$ cat src/rtl/mp_add_pkg.sv
// mp_add_pkg: shared types and constants for the
// multi-precision add sequencer.
package mp_add_pkg;

  typedef enum logic [1:0] {
    S_IDLE  = 2'd0,
    S_ISSUE = 2'd1,
    S_WAIT  = 2'd2,
    S_DONE  = 2'd3
  } state_t;

  localparam int BYTE_W      = 8;
  localparam int ADD_LAT_DEF = 2;

endpackage

$ cat src/rtl/mp_add_seq.sv
// mp_add_seq: byte-serial multi-precision add via external carry-select adder.
// Optional signed overflow output enabled by macro MP_ADD_OVF_EN.
module mp_add_seq
  import mp_add_pkg::*;
#(
  parameter int WORDS   = 4,
  parameter int ADD_LAT = ADD_LAT_DEF
) (
  input  logic                    Clk,
  input  logic                    Rst,
  input  logic                    Start,
  input  logic [BYTE_W*WORDS-1:0] OpA,
  input  logic [BYTE_W*WORDS-1:0] OpB,
  input  logic                    CinIn,
  output logic                    Busy,
  output logic                    Done,
  output logic [BYTE_W*WORDS-1:0] Result,
  output logic                    CoutOut,
  output logic                    Ovf,
  output logic [BYTE_W-1:0]       AddA,
  output logic [BYTE_W-1:0]       AddB,
  output logic                    AddCin,
  input  logic [BYTE_W-1:0]       AddS,
  input  logic                    AddCout
);

  localparam int W  = BYTE_W * WORDS;
  localparam int IW = (WORDS > 1) ? $clog2(WORDS) : 1;
  localparam int CW = (ADD_LAT > 1) ? $clog2(ADD_LAT) : 1;

  state_t        state;
  state_t        state_nx;
  logic [W-1:0]  opa_q;
  logic [W-1:0]  opb_q;
  logic          carry_q;
  logic [IW-1:0] idx;
  logic [CW-1:0] cnt;
  logic          accept;
  logic          smp;
  logic          last;

  // adder inputs come straight from registers so they hold through WAIT
  assign AddA   = opa_q[idx*BYTE_W +: BYTE_W];
  assign AddB   = opb_q[idx*BYTE_W +: BYTE_W];
  assign AddCin = carry_q;

  assign Busy = (state == S_ISSUE) || (state == S_WAIT);
  assign Done = (state == S_DONE);

  // state register
  always_ff @(posedge Clk) begin
    if (Rst) begin
      state <= S_IDLE;
    end else begin
      state <= state_nx;
    end
  end

  // next state plus accept/sample strobes for the datapath
  always_comb begin
    state_nx = state;
    accept   = 1'b0;
    smp      = 1'b0;
    last     = (idx == IW'(WORDS - 1));
    case (state)
      S_IDLE: begin
        if (Start) begin
          accept   = 1'b1;
          state_nx = S_ISSUE;
        end
      end
      S_ISSUE: begin
        state_nx = S_WAIT;
      end
      S_WAIT: begin
        if (cnt == CW'(ADD_LAT - 1)) begin
          smp      = 1'b1;
          state_nx = last ? S_DONE : S_ISSUE;
        end
      end
      S_DONE: begin
        state_nx = S_IDLE;
      end
      default: begin
        state_nx = S_IDLE;
      end
    endcase
  end

  // operand latch, byte walk, carry chain and sum assembly
  always_ff @(posedge Clk) begin
    if (Rst) begin
      opa_q   <= '0;
      opb_q   <= '0;
      carry_q <= 1'b0;
      idx     <= '0;
      cnt     <= '0;
      Result  <= '0;
      CoutOut <= 1'b0;
    end else begin
      if (accept) begin
        opa_q   <= OpA;
        opb_q   <= OpB;
        carry_q <= CinIn;
        idx     <= '0;
        Result  <= '0;
        CoutOut <= 1'b0;
      end
      if (state == S_ISSUE) begin
        cnt <= '0;
      end else if (state == S_WAIT) begin
        cnt <= cnt + CW'(1);
      end
      if (smp) begin
        Result[idx*BYTE_W +: BYTE_W] <= AddS;
        carry_q <= AddCout;
        if (last) begin
          CoutOut <= AddCout;
        end else begin
          idx <= idx + IW'(1);
        end
      end
    end
  end

`ifdef MP_ADD_OVF_EN
  // signed overflow from the top byte, held and cleared with Result
  always_ff @(posedge Clk) begin
    if (Rst) begin
      Ovf <= 1'b0;
    end else if (accept) begin
      Ovf <= 1'b0;
    end else if (smp && last) begin
      Ovf <= (opa_q[W-1] == opb_q[W-1]) &&
             (AddS[BYTE_W-1] != opa_q[W-1]);
    end
  end
`else
  assign Ovf = 1'b0;
`endif

endmodule
$ cat config.mk
export PLATFORM = sky130hd
export DESIGN_NAME = mp_add_seq
export DESIGN_NICKNAME = d
export VERILOG_FILES = /design/src/rtl/mp_add_pkg.sv /design/src/rtl/mp_add_seq.sv
export SDC_FILE = /design/constraint.sdc
export NUM_CORES = 1
export LEC_CHECK = 0
export CORE_MARGIN = 2
export CORE_UTILIZATION = 30
export CTS_CLUSTER_SIZE = 16
export DETAILED_ROUTE_END_ITERATION = 10
export PLACE_DENSITY = 0.67
export SETUP_SLACK_MARGIN = 0.15
export SLEW_MARGIN = 10
export SYNTH_ARGS = -nofsm -noshare
export SYNTH_HDL_FRONTEND = slang
export SYNTH_SLANG_ARGS = --single-unit
$ cat constraint.sdc
create_clock -name Clk -period 4.7 [get_ports Clk]
set_input_delay 0.94 -clock Clk [delete_from_list [all_inputs] [get_ports Clk]]
set_output_delay 0.94 -clock Clk [all_outputs]
set_load 0.01 [all_outputs]
==> impl_metrics.json <==
{
  "final-seq-area_sq_um": 2060,
  "avgViaCountPerCell": 4.88,
  "rsz0062_at_grt": "no",
  "synth.distinct_cells": 34,
  "power.density_nw_per_um2": 403,
  "post_drt_wl_per_cell_um": 15.0,
  "fin_skew_ns": 0.00919,
  "status": "finished, final reports clean",
  "max_slew_margin_pct": 18.4,
  "leakage_nw": 2.02,
  "firstDrtPassIters": 4,
  "sw_frac_of_total_pct": 31.1,
  "clkTransAtPathRegs_ns": 0.07,
  "grt_pass1_wl_um": 18000,
  "netSwitchingPower_w": 0.000736,
  "setup_viol": 0,
  "cts-root-buf": "clkbuf_16",
  "areaGrowthSynthToFinish_pct": 37.1,
  "finalHoldViolCount": 0,
  "synth_area_leaders": "dfxtp_1, nand2_1, a21oi_1, mux4_2, nand3_1",
  "cts_buffers": 9,
  "antenna_found_initial": 0,
  "internal_power_w": 0.00163,
  "fin_tns_setup_ns": 0,
  "dieWidth_um": 123,
  "grt_overflow": 0,
  "rows": 43,
  "critical_path_class": "reg -> out",
  "cts_hold_buf": 0,
  "fillCellCount": 1364,
  "cts-htree-levels": 3,
  "start_util_pct": 30.8,
  "cts_tree": "yes",
  "multiInputGateArea_sq_um": 1990,
  "num_vias": 3696,
  "clk_latency_ns": 0.35,
  "cap_violations": 0,
  "routed_wl_um": 11300,
  "hold_class": "reg -> reg",
  "place_congestion": 0.820,
  "placed_area_sq_um": 5600,
  "slew_viol_final": 0,
  "die_area_sq_um": 15200,
  "place_inst": 742,
  "grtUsageMet2_pct": 24.8,
  "final_cell_mix": "nand2_1, clkdlybuf4s50_1, dfxtp_1",
  "dpl.hpwl_um": 8170,
  "antenna_cells": 0,
  "use_met3_pct": 3.92,
  "clock_path_buffers": 2,
  "hold_slack_ns": 0.455,
  "clockPowerShare_pct": 29.1,
  "async_flop_share_pct": 0,
  "period_share_pct": 69.5,
  "worst_pin_slew_ns": 1.21,
  "post-synth-top-area-fraction_pct": 48.2,
  "globalRoute.busiestLayer": "met2",
  "critPathMaxFanout": 17,
  "die_h_um": 123,
  "synth_flop_cell": "dfxtp_1",
  "grt_max_degree": 91,
  "clock_sinks": 103,
  "required_ns": 3.76,
  "seq_power_share_pct": 44.8,
  "io_buffers": 128,
  "core_area_sq_um": 13900,
  "crit_path_end_kind": "output port",
  "syn_nets": 556,
  "period_needed_ns": 3.27,
  "syn_inst": 469,
  "synth-seq-area-share_pct": 48.2,
  "drive_gt1_share_pct": 7.11,
  "initialDrtViolationCount": 297,
  "cts_setup_buffers": 0,
  "nets": 660,
  "synth_seq_cells": 103,
  "syn_area_sq_um": 4280,
  "fmax_mhz": 306,
  "layout_commonest_cell": "nand2_1",
  "crit_path_start_kind": "flop",
  "avgSynthCellArea_sq_um": 9.12,
  "power_w": 0.00237,
  "synth_area_leader_cell": "dfxtp_1",
  "final_cells": 757,
  "synth_edf_count": 0,
  "route.detailed.drc": 0,
  "vdd_ir_drop_max_v": 0.000172,
  "power_frac_comb_pct": 26.2,
  "design_area_sq_um": 5860,
  "cp.arrival_ns": 2.33,
  "grtUsageTotal_pct": 15.5,
  "yosysWarnings": 0,
  "cts.repair.resized": 0,
  "first_global_vias": 3557,
  "met1_usage_pct": 19.7,
  "ant_nets": 0,
  "pin_count": 130
}
-- routing by layer --
metal / share of wire, % / up-vias
li1: - / 1824
met5: 0 / -
met1: 44 / 1738
met3: 7.1 / 12
met4: 1.7 / 0
met2: 47 / 122
-- Yosys cell counts, types with 2 or more instances --
master / instances
and4_1: 2
mux4_2: 16
inv_1: 4
buf_6: 3
nand2_1: 132
a311oi_1: 2
nor2_1: 3
o211ai_1: 2
and2_1: 2
a21oi_1: 84
a22o_1: 16
nand2b_1: 2
dfxtp_1: 103
buf_1: 2
buf_2: 9
ha_1: 10
nand3_1: 36
clkbuf_1: 15
buf_4: 10
and3_1: 2
-- cells by family (layout without fill, tap and decap cells) --
group	count (synthesis)	in the layout	share of synthesized area [%]
adders and majority gates	10	10	2.92
AOI/OAI and AO/OA	107	107	14.8
muxes	16	16	8.42
other	1	1	0.0877
xor gates and xnor gates	1	1	0.205
buffers and inverters	43	151	5.44
and+or+nand+nor	188	188	19.9
DFF	103	103	48.2
-- through the flow --
stage | util (%) | setup WS, ns
after floorplan | - | 2.54
after global placement | 40.3 | 1.77
after detailed placement | 40.3 | 1.68
after CTS | 42.2 | 1.39
after global routing | 42.2 | 1.30
final | 42.2 | 1.43
-- registers in the layout (all words and copies together) (netlist names) --
name,count
Result,32
opa_q,32
opb_q,32
idx,2
state,2
AddCin,1
CoutOut,1
cnt,1
-- critical path, stage by stage, from the launching register on --
cell             delay [ns]
dfxtp_1                0.49
buf_4                  0.41
mux4_2                 0.57
clkdlybuf4s50_1        0.50
-- power by group through the flow --
stage | Combinational [W] | Sequential [W] | Clock (W)
global placement | 0.000612 | 0.00107 | 0
CTS | 0.000630 | 0.00106 | 0.000712
global route | 0.000690 | 0.00107 | 0.000747
floorplan | 0.000445 | 0.00105 | 0
detailed placement | 0.000626 | 0.00108 | 0
finish | 0.000619 | 0.00106 | 0.000687
-- path summary, 6_finish.rpt --
path / start / endpoint / slack, ns / cells past startpoint
max: idx[0]$_SDFF_PP0_ / AddB[5] / 1.43 / 3
min: opa_q[23]$_SDFFE_PP0P_ / opa_q[23]$_SDFFE_PP0P_ / 0.46 / 2
max reg2reg: idx[1]$_SDFF_PP0_ / Result[9]$_SDFF_PP0_ / 1.71 / 6
min reg2reg: opa_q[23]$_SDFFE_PP0P_ / opa_q[23]$_SDFFE_PP0P_ / 0.46 / 2
-- layout make-up --
type                            count  share of cell area (%)
Sequential cell                   103                    35.2
Multi-Input combinational cell    323                    33.9
Clock inverter                      3                   0.341
Clock buffer                       12                    4.20
Tap cell                          180                    3.84
Inverter                            4                   0.256
Timing Repair Buffer              132                    22.3
No activity file was read; power rests on OpenSTA's default activity.
